**src/rtl/riscv_mem_pkg.sv**
```systemverilog
// Shared encodings for the data-memory bridge: access sizes, FSM states and the default bus timeout.
package riscv_mem_pkg;

    typedef enum logic [1:0] {
        SZ_BYTE    = 2'b00,
        SZ_HALF    = 2'b01,
        SZ_WORD    = 2'b10,
        SZ_ILLEGAL = 2'b11
    } size_e;

    typedef enum logic [1:0] {
        ST_IDLE = 2'b00,
        ST_REQ  = 2'b01,
        ST_DONE = 2'b10,
        ST_ERR  = 2'b11
    } state_e;

    localparam int         TIMEOUT_DEFAULT = 255;
    localparam logic [3:0] BE_ALL          = 4'b1111;

endpackage

```
**src/rtl/dmem_lane_align.sv**
```systemverilog
// Byte-lane steering for the data port: byte enables, store replication,
// load extraction with sign/zero extension, and alignment checking.
module dmem_lane_align
    import riscv_mem_pkg::*;
(
    input  logic [1:0]  size,
    input  logic        is_unsigned,
    input  logic [1:0]  addr_lo,
    input  logic [31:0] wdata,
    input  logic [31:0] rdata,
    output logic [3:0]  be,
    output logic [31:0] wdata_rep,
    output logic [31:0] rdata_ext,
    output logic        misalign
);

    logic [7:0]  ld_byte;
    logic [15:0] ld_half;

    assign ld_byte = rdata[{addr_lo, 3'b000} +: 8];
    assign ld_half = addr_lo[1] ? rdata[31:16] : rdata[15:0];

    always_comb begin
        // NOTE: every output gets a default before the case so no path can infer a latch.
        be        = 4'b0000;
        wdata_rep = wdata;
        rdata_ext = rdata;
        misalign  = 1'b0;
        case (size)
            SZ_BYTE: begin
                be        = 4'b0001 << addr_lo;
                wdata_rep = {4{wdata[7:0]}};
                rdata_ext = {{24{~is_unsigned & ld_byte[7]}}, ld_byte};
            end
            SZ_HALF: begin
                misalign  = addr_lo[0];
                be        = addr_lo[1] ? 4'b1100 : 4'b0011;
                wdata_rep = {2{wdata[15:0]}};
                rdata_ext = {{16{~is_unsigned & ld_half[15]}}, ld_half};
            end
            SZ_WORD: begin
                misalign  = |addr_lo;
                be        = BE_ALL;
            end
            default: begin
                misalign  = 1'b1;
            end
        endcase
    end

endmodule

```
**src/rtl/dmem_bridge.sv**
```systemverilog
// Bridges the single-cycle core's data port onto a variable-latency req/ack bus,
// stalling the core until each access completes, aborts on timeout or misalignment.
module dmem_bridge
    import riscv_mem_pkg::*;
#(
    parameter int TIMEOUT_CYCLES = TIMEOUT_DEFAULT,
    parameter int CNT_W          = 8
)
(
    input  logic        clk,
    input  logic        rst,
    input  logic        core_ce_i,
    input  logic        core_we_i,
    input  logic [1:0]  core_size_i,
    input  logic        core_unsigned_i,
    input  logic [31:0] core_addr_i,
    input  logic [31:0] core_wdata_i,
    output logic [31:0] core_rdata_o,
    output logic        stall_o,
    output logic        misalign_o,
    output logic        bus_err_o,
    output logic        bus_req_o,
    output logic        bus_we_o,
    output logic [31:0] bus_addr_o,
    output logic [3:0]  bus_be_o,
    output logic [31:0] bus_wdata_o,
    input  logic        bus_ack_i,
    input  logic [31:0] bus_rdata_i
);

    localparam logic [CNT_W-1:0] TIMEOUT_LIM = CNT_W'(TIMEOUT_CYCLES);

    state_e           state, state_nxt;
    logic [CNT_W-1:0] cnt, cnt_inc;
    logic             req_we, req_unsigned;
    logic [1:0]       req_size, req_addr_lo;

    logic             in_idle, in_req, start, misalign_now, timeout_hit;
    logic [1:0]       al_size, al_addr_lo;
    logic             al_unsigned, al_misalign;
    logic [3:0]       al_be;
    logic [31:0]      al_wdata, al_rdata_ext;

    assign in_idle = (state == ST_IDLE);
    assign in_req  = (state == ST_REQ);

    // In IDLE the aligner sees the live core request; afterwards it decodes the latched one.
    assign al_size     = in_idle ? core_size_i       : req_size;
    assign al_addr_lo  = in_idle ? core_addr_i[1:0]  : req_addr_lo;
    assign al_unsigned = in_idle ? core_unsigned_i   : req_unsigned;

    dmem_lane_align u_align (
        .size        (al_size),
        .is_unsigned (al_unsigned),
        .addr_lo     (al_addr_lo),
        .wdata       (core_wdata_i),
        .rdata       (bus_rdata_i),
        .be          (al_be),
        .wdata_rep   (al_wdata),
        .rdata_ext   (al_rdata_ext),
        .misalign    (al_misalign)
    );

    assign misalign_now = in_idle & core_ce_i & al_misalign;
    assign start        = in_idle & core_ce_i & ~al_misalign;
    assign cnt_inc      = cnt + CNT_W'(1);
    assign timeout_hit  = (cnt_inc == TIMEOUT_LIM);

    assign stall_o = core_ce_i & (state != ST_DONE) & (state != ST_ERR) & ~misalign_now;

    always_comb begin
        state_nxt = state;
        unique case (state)
            ST_IDLE: if (start) state_nxt = ST_REQ;
            ST_REQ: begin
                if (bus_ack_i)        state_nxt = ST_DONE;
                else if (timeout_hit) state_nxt = ST_ERR;
            end
            ST_DONE: state_nxt = ST_IDLE;
            ST_ERR:  state_nxt = ST_IDLE;
            default: state_nxt = ST_IDLE;
        endcase
    end

    always_ff @(posedge clk or negedge rst) begin
        if (!rst) begin
            state        <= ST_IDLE;
            cnt          <= '0;
            req_we       <= 1'b0;
            req_unsigned <= 1'b0;
            req_size     <= 2'b00;
            req_addr_lo  <= 2'b00;
            core_rdata_o <= '0;
            misalign_o   <= 1'b0;
            bus_err_o    <= 1'b0;
            bus_req_o    <= 1'b0;
            bus_we_o     <= 1'b0;
            bus_addr_o   <= '0;
            bus_be_o     <= 4'b0000;
            bus_wdata_o  <= '0;
        end else begin
            // NOTE: registered state uses non-blocking assignments so every flop samples pre-edge values.
            state      <= state_nxt;
            misalign_o <= misalign_now;
            bus_err_o  <= in_req & ~bus_ack_i & timeout_hit;
            // Load data is held only for the DONE cycle; everything else reads back as zero.
            core_rdata_o <= (in_req & bus_ack_i & ~req_we) ? al_rdata_ext : '0;

            if (start) begin
                req_we       <= core_we_i;
                req_unsigned <= core_unsigned_i;
                req_size     <= core_size_i;
                req_addr_lo  <= core_addr_i[1:0];
                cnt          <= '0;
                bus_req_o    <= 1'b1;
                bus_we_o     <= core_we_i;
                bus_addr_o   <= {core_addr_i[31:2], 2'b00};
                bus_be_o     <= core_we_i ? al_be : BE_ALL;
                bus_wdata_o  <= al_wdata;
            end

            if (in_req) begin
                if (bus_ack_i || timeout_hit) bus_req_o <= 1'b0;
                if (!bus_ack_i)               cnt       <= cnt_inc;
            end
        end
    end

endmodule
```
**config.mk**
```make
export PLATFORM = sky130hd
export DESIGN_NAME = dmem_bridge
export DESIGN_NICKNAME = d
export VERILOG_FILES = /design/src/rtl/riscv_mem_pkg.sv /design/src/rtl/dmem_lane_align.sv /design/src/rtl/dmem_bridge.sv
export SDC_FILE = /design/constraint.sdc
export NUM_CORES = 1
export LEC_CHECK = 0
export ABC_AREA = 1
export ABC_CLOCK_PERIOD_IN_PS = 1700
export CAP_MARGIN = 10
export CORE_MARGIN = 2
export CORE_UTILIZATION = 30
export CTS_CLUSTER_DIAMETER = 30
export CTS_CLUSTER_SIZE = 8
export DETAILED_ROUTE_END_ITERATION = 8
export GPL_TIMING_DRIVEN = 0
export PLACE_DENSITY = 0.66
export SLEW_MARGIN = 20
export SYNTH_ARGS = -nofsm -noshare
export SYNTH_HDL_FRONTEND = slang
export SYNTH_SLANG_ARGS = --single-unit
```
**constraint.sdc**
```tcl
create_clock -name clk -period 1.7 [get_ports clk]
set_clock_uncertainty 0.1 [all_clocks]
set_input_delay 0.17 -clock clk [delete_from_list [all_inputs] [get_ports clk]]
set_output_delay 0.17 -clock clk [all_outputs]
set_load 0.1 [all_outputs]
```
Word-level counts from Yosys, hierarchy flattened
Cells that the tools add are included.

storage, ports and cells
  ROM bits = 0
  bits in latches = 0
  logic and storage cells = 70
  memories kept = 0
  register bits after elaboration = 117
  RAM bits = 0

cells by class
  div/mod/pow operators = 0
  bitwise operators = 17
  add/subtract/negate cells = 1
  $mul = 0
  order comparisons = 0
  reduce and logical (&&, ||, !) cells = 6
  multiplexer cells = 21
  shift-type cells = 2
  equality and inequality tests = 10

operators with widths
  cell                                             count
  case mux 32 bit (2 select lines)                 2
  two-way mux 32 bit                               1
  variable part select 32 x 6 -> 8 bit             1
  two-way mux 8 bit                                3
  two-way mux 16 bit                               1
  bitwise AND 1 bit                                12
  case mux 4 bit (3 select lines)                  1
  two-way mux 2 bit                                5
  adder 8 x 1 -> 8 bit, second input constant      1
  == test 8 bit, second input constant             1
  two-way mux 4 bit                                2
  == test 2 bit, second input constant             3
  case mux 2 bit (3 select lines)                  1
  NOT 1 bit                                        5
  == test 2 x 1 -> 1 bit, second input constant    2
  logical NOT 2 bit                                2
  two-way mux 1 bit                                4
  != test 2 bit, second input constant             2
  OR reduction 2 bit                               2
  << shifter 1 x 2 -> 4 bit, first input constant  1
  != test 3 x 2 -> 1 bit, second input constant    1
  case mux 1 bit (3 select lines)                  1
  != test 2 x 1 -> 1 bit, second input constant    1
  AND reduction 2 bit                              1
  logical OR 1 bit                                 1

Longest topological paths before layout
Gate-level depths: netlist of the first run.

  depth after elaboration = 9
  gate-level depth with buffers = 12

Modules after synthesis
Synthesis of the first run repeated with hierarchy kept, for this count alone.

second synthesis, totals
  cells, all modules = 785
  area total of the unflattened synthesis = 5774.3 um^2

by module, submodules not included
  module           area an instance (um^2)  times used  cells an instance  seq. area each (um^2)
  dmem_bridge      4481.8                   1           494                2927.8
  dmem_lane_align  1292.5                   1           291                0.0

Worst setup path after synthesis of the first run
No wires, ideal clock.

  path kind = reg2out
  start = register state[1]
  end = output stall_o
  path slack = -0.935 ns
  arrival = 2.365 ns
  stages on the path, launching flop included = 10
  cells stage by stage = dfrtp_1 inv_1 nand2_1 nand2_1 nand2_2 inv_2 nand2_1 nand2_1 a21boi_0 nor2_1

on the way
  cells in the longest elaborated chain, start to end = 7
  elaborated cells between the ends (all ways) = 16
  those cells by class = eq/ne (4); mux (3); bitwise (6); reduce/logical (3)

ends and longest elaborated chain
  what                                   RTL line                              text
  start, declared                        dmem_bridge.sv:33                     state_e state, state_nxt;
  start signal, assigned                 dmem_bridge.sv:103                    state <= state_nxt;
  logical NOT 2 bit *                    dmem_bridge.sv:44                     assign in_idle = (state == ST_IDLE);
  two-way mux 2 bit (on tied branches)   dmem_bridge.sv:48, dmem_bridge.sv:49
  == test 2 bit (tied with other cells)  dmem_lane_align.sv:29                 case (size)
  case mux 1 bit (3 select lines)        dmem_lane_align.sv:29
  bitwise AND 1 bit *                    dmem_bridge.sv:64                     assign misalign_now = in_idle & core_ce_i & al_misalign;
  net misalign_now                       dmem_bridge.sv:38                     logic in_idle, in_req, start, misalign_now, timeout_hit;
  NOT 1 bit *                            dmem_bridge.sv:69                     assign stall_o = core_ce_i & (state != ST_DONE) & (state != ST_ERR) & ~misalign_now;
  bitwise AND 1 bit *                    dmem_bridge.sv:69
  end, declared                          dmem_bridge.sv:19                     output logic stall_o,

The timed path passes the listed nets; every way through them passes the cells marked *.

Worst setup path after layout of the first run
  start = register state[0]
  end = output stall_o

Same word-level chain as after synthesis.

==> impl_metrics.json, run 1 <==
{
  "status": "finished, violations left",
  "failed_checks": "negative setup slack",
  "timing.rr.start": "state[1]$_DFFE_PN0P_",
  "place_congestion": 0.8520,
  "synth-seq-cells": 117,
  "startpoint": "state[0]$_DFFE_PN0P_",
  "first_global_vias": 5463,
  "crit_required_ps": 1430,
  "overflow": 0,
  "cts_max_level": 4,
  "critPathArrivalTime_ps": 1890,
  "post-route-period-util_pct": 127.0,
  "grt_pass1_wl_um": 30110,
  "cts_tree": "built",
  "fp-row-count": 49,
  "critPathMaxStageDelay_ps": 440,
  "synth-compound-area-share_pct": 11.06,
  "rr_endpoint": "core_rdata_o[23]$_DFF_PN0_",
  "vias": 5629,
  "clock_path_buffers": 2,
  "die_height_um": 139.4,
  "diodes": 0,
  "synth_area_mm2": 0.005499,
  "fin_ws_ps": -458.4,
  "stdcell_count": 1188,
  "routedWlPerCell_um": 16.81,
  "drive_above_1_share_pct": 33.68,
  "hold_viol": 0,
  "final_common_cell": "nand2_1",
  "max_freq_mhz": 463.3,
  "drt_first_pass_iters": 5,
  "reg2reg_slack_ps": -420,
  "dp_cells": 1110,
  "syn-instance-count": 673,
  "relSlewSlack_pct": 55.45,
  "antenna_found_initial": 1,
  "clock_sinks": 117,
  "die_x_um": 139.4,
  "insertion_delay_ps": 430,
  "yosys_warnings": 0,
  "crit_type": "flip-flop to primary output",
  "end_kind": "primary output",
  "fin_nets": 1053,
  "grt_max_degree": 77,
  "ys_types": 38,
  "rsz0062_at_grt": "yes",
  "portBuffers": 206,
  "synth.avg_cell_area_um2": 8.171,
  "r2r_cells": 12,
  "antenna_left": 0,
  "post-route-drc-count": 0,
  "crit_chain": "nor2_4 -> buf_12 -> buf_6 -> o21ai_4 -> inv_4 -> o21ai_4 -> a21boi_4 -> nor2_4 -> buf_12",
  "syn2layout_area_growth_pct": 78.52,
  "cp_max_fo": 5,
  "layout_common_cells": "nand2_1, dfrtp_1, clkdlybuf4s50_1, clkdlybuf4s15_2, nor2_1",
  "yosys.area_share.adder_pct": 0.4551,
  "crit_buf_inv": 4,
  "synth_top_family_by_area": "simple AND/OR/NAND/NOR gates",
  "synthXorXnorAreaFrac_pct": 0.3185,
  "cts_buffers": 17,
  "start_kind": "flip-flop",
  "synth_largest_area_cell": "dfrtp_1",
  "maxSlewViolCount": 0,
  "initial_core_util_pct": 30.61,
  "dp_hpwl_um": 13160,
  "grt_use_total_pct": 20.00,
  "synthSimpleGateAreaFrac_pct": 28.17,
  "slowest_stage": "dfrtp_2",
  "yosysSeqAreaShare_pct": 53.24,
  "yosys.area.top_type_share_pct": 53.24,
  "synthMuxAreaShare_pct": 0,
  "ios": 209,
  "drv_cap": 0,
  "drtIter0Drc": 379,
  "min_period_ps": 2158,
  "dieArea_mm2": 0.01943,
  "crit_family": "buffers and inverters",
  "hold-worst-slack_ps": 134.7,
  "worst_pin_slew_ps": 666.0,
  "hp-class": "input pin to asynchronous set/reset pin",
  "synthTopCellsByArea": "dfrtp_1, nand2_1, o21ai_0",
  "finalSetupViolations": 115,
  "cts_root_buffer": "clkbuf_16",
  "wl_um": 19970,
  "avgViaCountPerCell": 4.738,
  "cts.clk_slew.worst_paths_ps": 50,
  "coreArea_mm2": 0.01796
}
worst max path at each step:
stage | endpoint | slack [ps] | cells after the start
finish | stall_o | -460 | 9
global route | stall_o | -520 | 9
CTS | stall_o | -420 | 9
detailed placement | stall_o | -1020 | 9
global placement | req_we$_DFFE_PN0P_ | -4850 | 1
floorplan | stall_o | -130 | 7
cell usage after synthesis:
| master | n |
|---|---|
| o22ai_1 | 4 |
| nor2_4 | 3 |
| a21boi_0 | 1 |
| nand2_1 | 252 |
| a2bb2oi_1 | 1 |
| nand4_4 | 1 |
| a22oi_1 | 8 |
| nor3_2 | 1 |
| nand4_1 | 1 |
| inv_2 | 4 |
| ha_1 | 2 |
| nor3_1 | 3 |
| nor2_8 | 1 |
| nor2_1 | 56 |
| inv_4 | 1 |
| clkinv_1 | 1 |
| o21ai_4 | 1 |
| a2bb2oi_2 | 3 |
| a21boi_1 | 1 |
| o21a_1 | 6 |
| buf_2 | 22 |
| o21ai_2 | 2 |
| xor2_1 | 2 |
| and2_1 | 1 |
| inv_1 | 48 |
| o21ai_0 | 53 |
| nand3_4 | 1 |
| buf_6 | 2 |
| conb_1 | 1 |
| nand3_2 | 1 |
| nand3_1 | 27 |
| buf_4 | 3 |
| nand2_2 | 4 |
| nand3b_1 | 4 |
| nor2_2 | 10 |
| a21oi_1 | 22 |
| dfrtp_1 | 117 |
| clkbuf_1 | 2 |
per-stage QoR:
stage / setup TNS, ps / setup slack, ps / cell area [um2] / utilization [%]
3_5_place_dp: -42860 / -1022 / 7953 / 44.27
5_1_grt: -48010 / -519.2 / 9817 / 54.65
6_report: -38310 / -458.4 / 9817 / 54.65
3_3_place_gp: -554730 / -4849 / 7924 / 44.11
4_1_cts: -24530 / -416.9 / 9296 / 51.75
2_1_floorplan: -748.7 / -129.5 / 5575 / -
routing by layer:
layer  part of all wire [%]  global-route usage, %  wire length (um)
met5                  0.065                      0                13
met4                    2.8                  8.081               553
met3                    7.8                  5.403              1557
met2                     47                  31.19              9351
met1                     43                  26.46              8494
state kept, by name (all words and copies together) (netlist names), 2 cells and up:
signal / cells
bus_wdata_o: 32
core_rdata_o: 32
bus_addr_o: 30
cnt: 8
bus_be_o: 4
req_addr_lo: 2
req_size: 2
state: 2
logic make-up (layout without fill, tap and decap cells):
family | Yosys count | after routing
compound gates | 102 | 102
xor+xnor | 2 | 2
fa+ha+maj | 2 | 2
buf+inv | 83 | 368
flops | 117 | 117
other cells | 1 | 2
simple gates | 366 | 366
cell type report:
class	count	area (um2)
Fill cell	1565	8147
Sequential cell	117	2930
Timing Repair Buffer	253	2877
Multi-Input combinational cell	474	2576
Clock buffer	18	439.2
Buffer	28	307.8
Tap cell	229	286.5
Inverter	54	222.7
Clock inverter	13	158.9
Timing Repair inverter	2	18.77
what timing repair did:
item / in CTS / in global routing
gates resized for setup: 413 / 91
pin swaps: 17 / 16
endpoints found under the hold margin: 41 / 0
setup endpoints to repair: 218 / 117
hold buffers: 1 / 0
buffers inserted: 22 / 14
gates cloned: 6 / 6
Power of run 1 is not shown: default switching activity piles up to over one toggle a cycle in this logic, so the estimate is an artifact.
==> run 2, diff against run 1 <==
--- a/config.mk
+++ b/config.mk
@@ -14,6 +14,7 @@
 export CTS_CLUSTER_SIZE = 8
 export DETAILED_ROUTE_END_ITERATION = 8
 export GPL_TIMING_DRIVEN = 0
+export HOLD_SLACK_MARGIN = 0.06
 export PLACE_DENSITY = 0.66
 export SLEW_MARGIN = 20
 export SYNTH_ARGS = -nofsm -noshare
==> results of run 2 <==
Final layout, timing and power as in run 1 (identical DEF).
Power of run 2 is left out for the same reason.
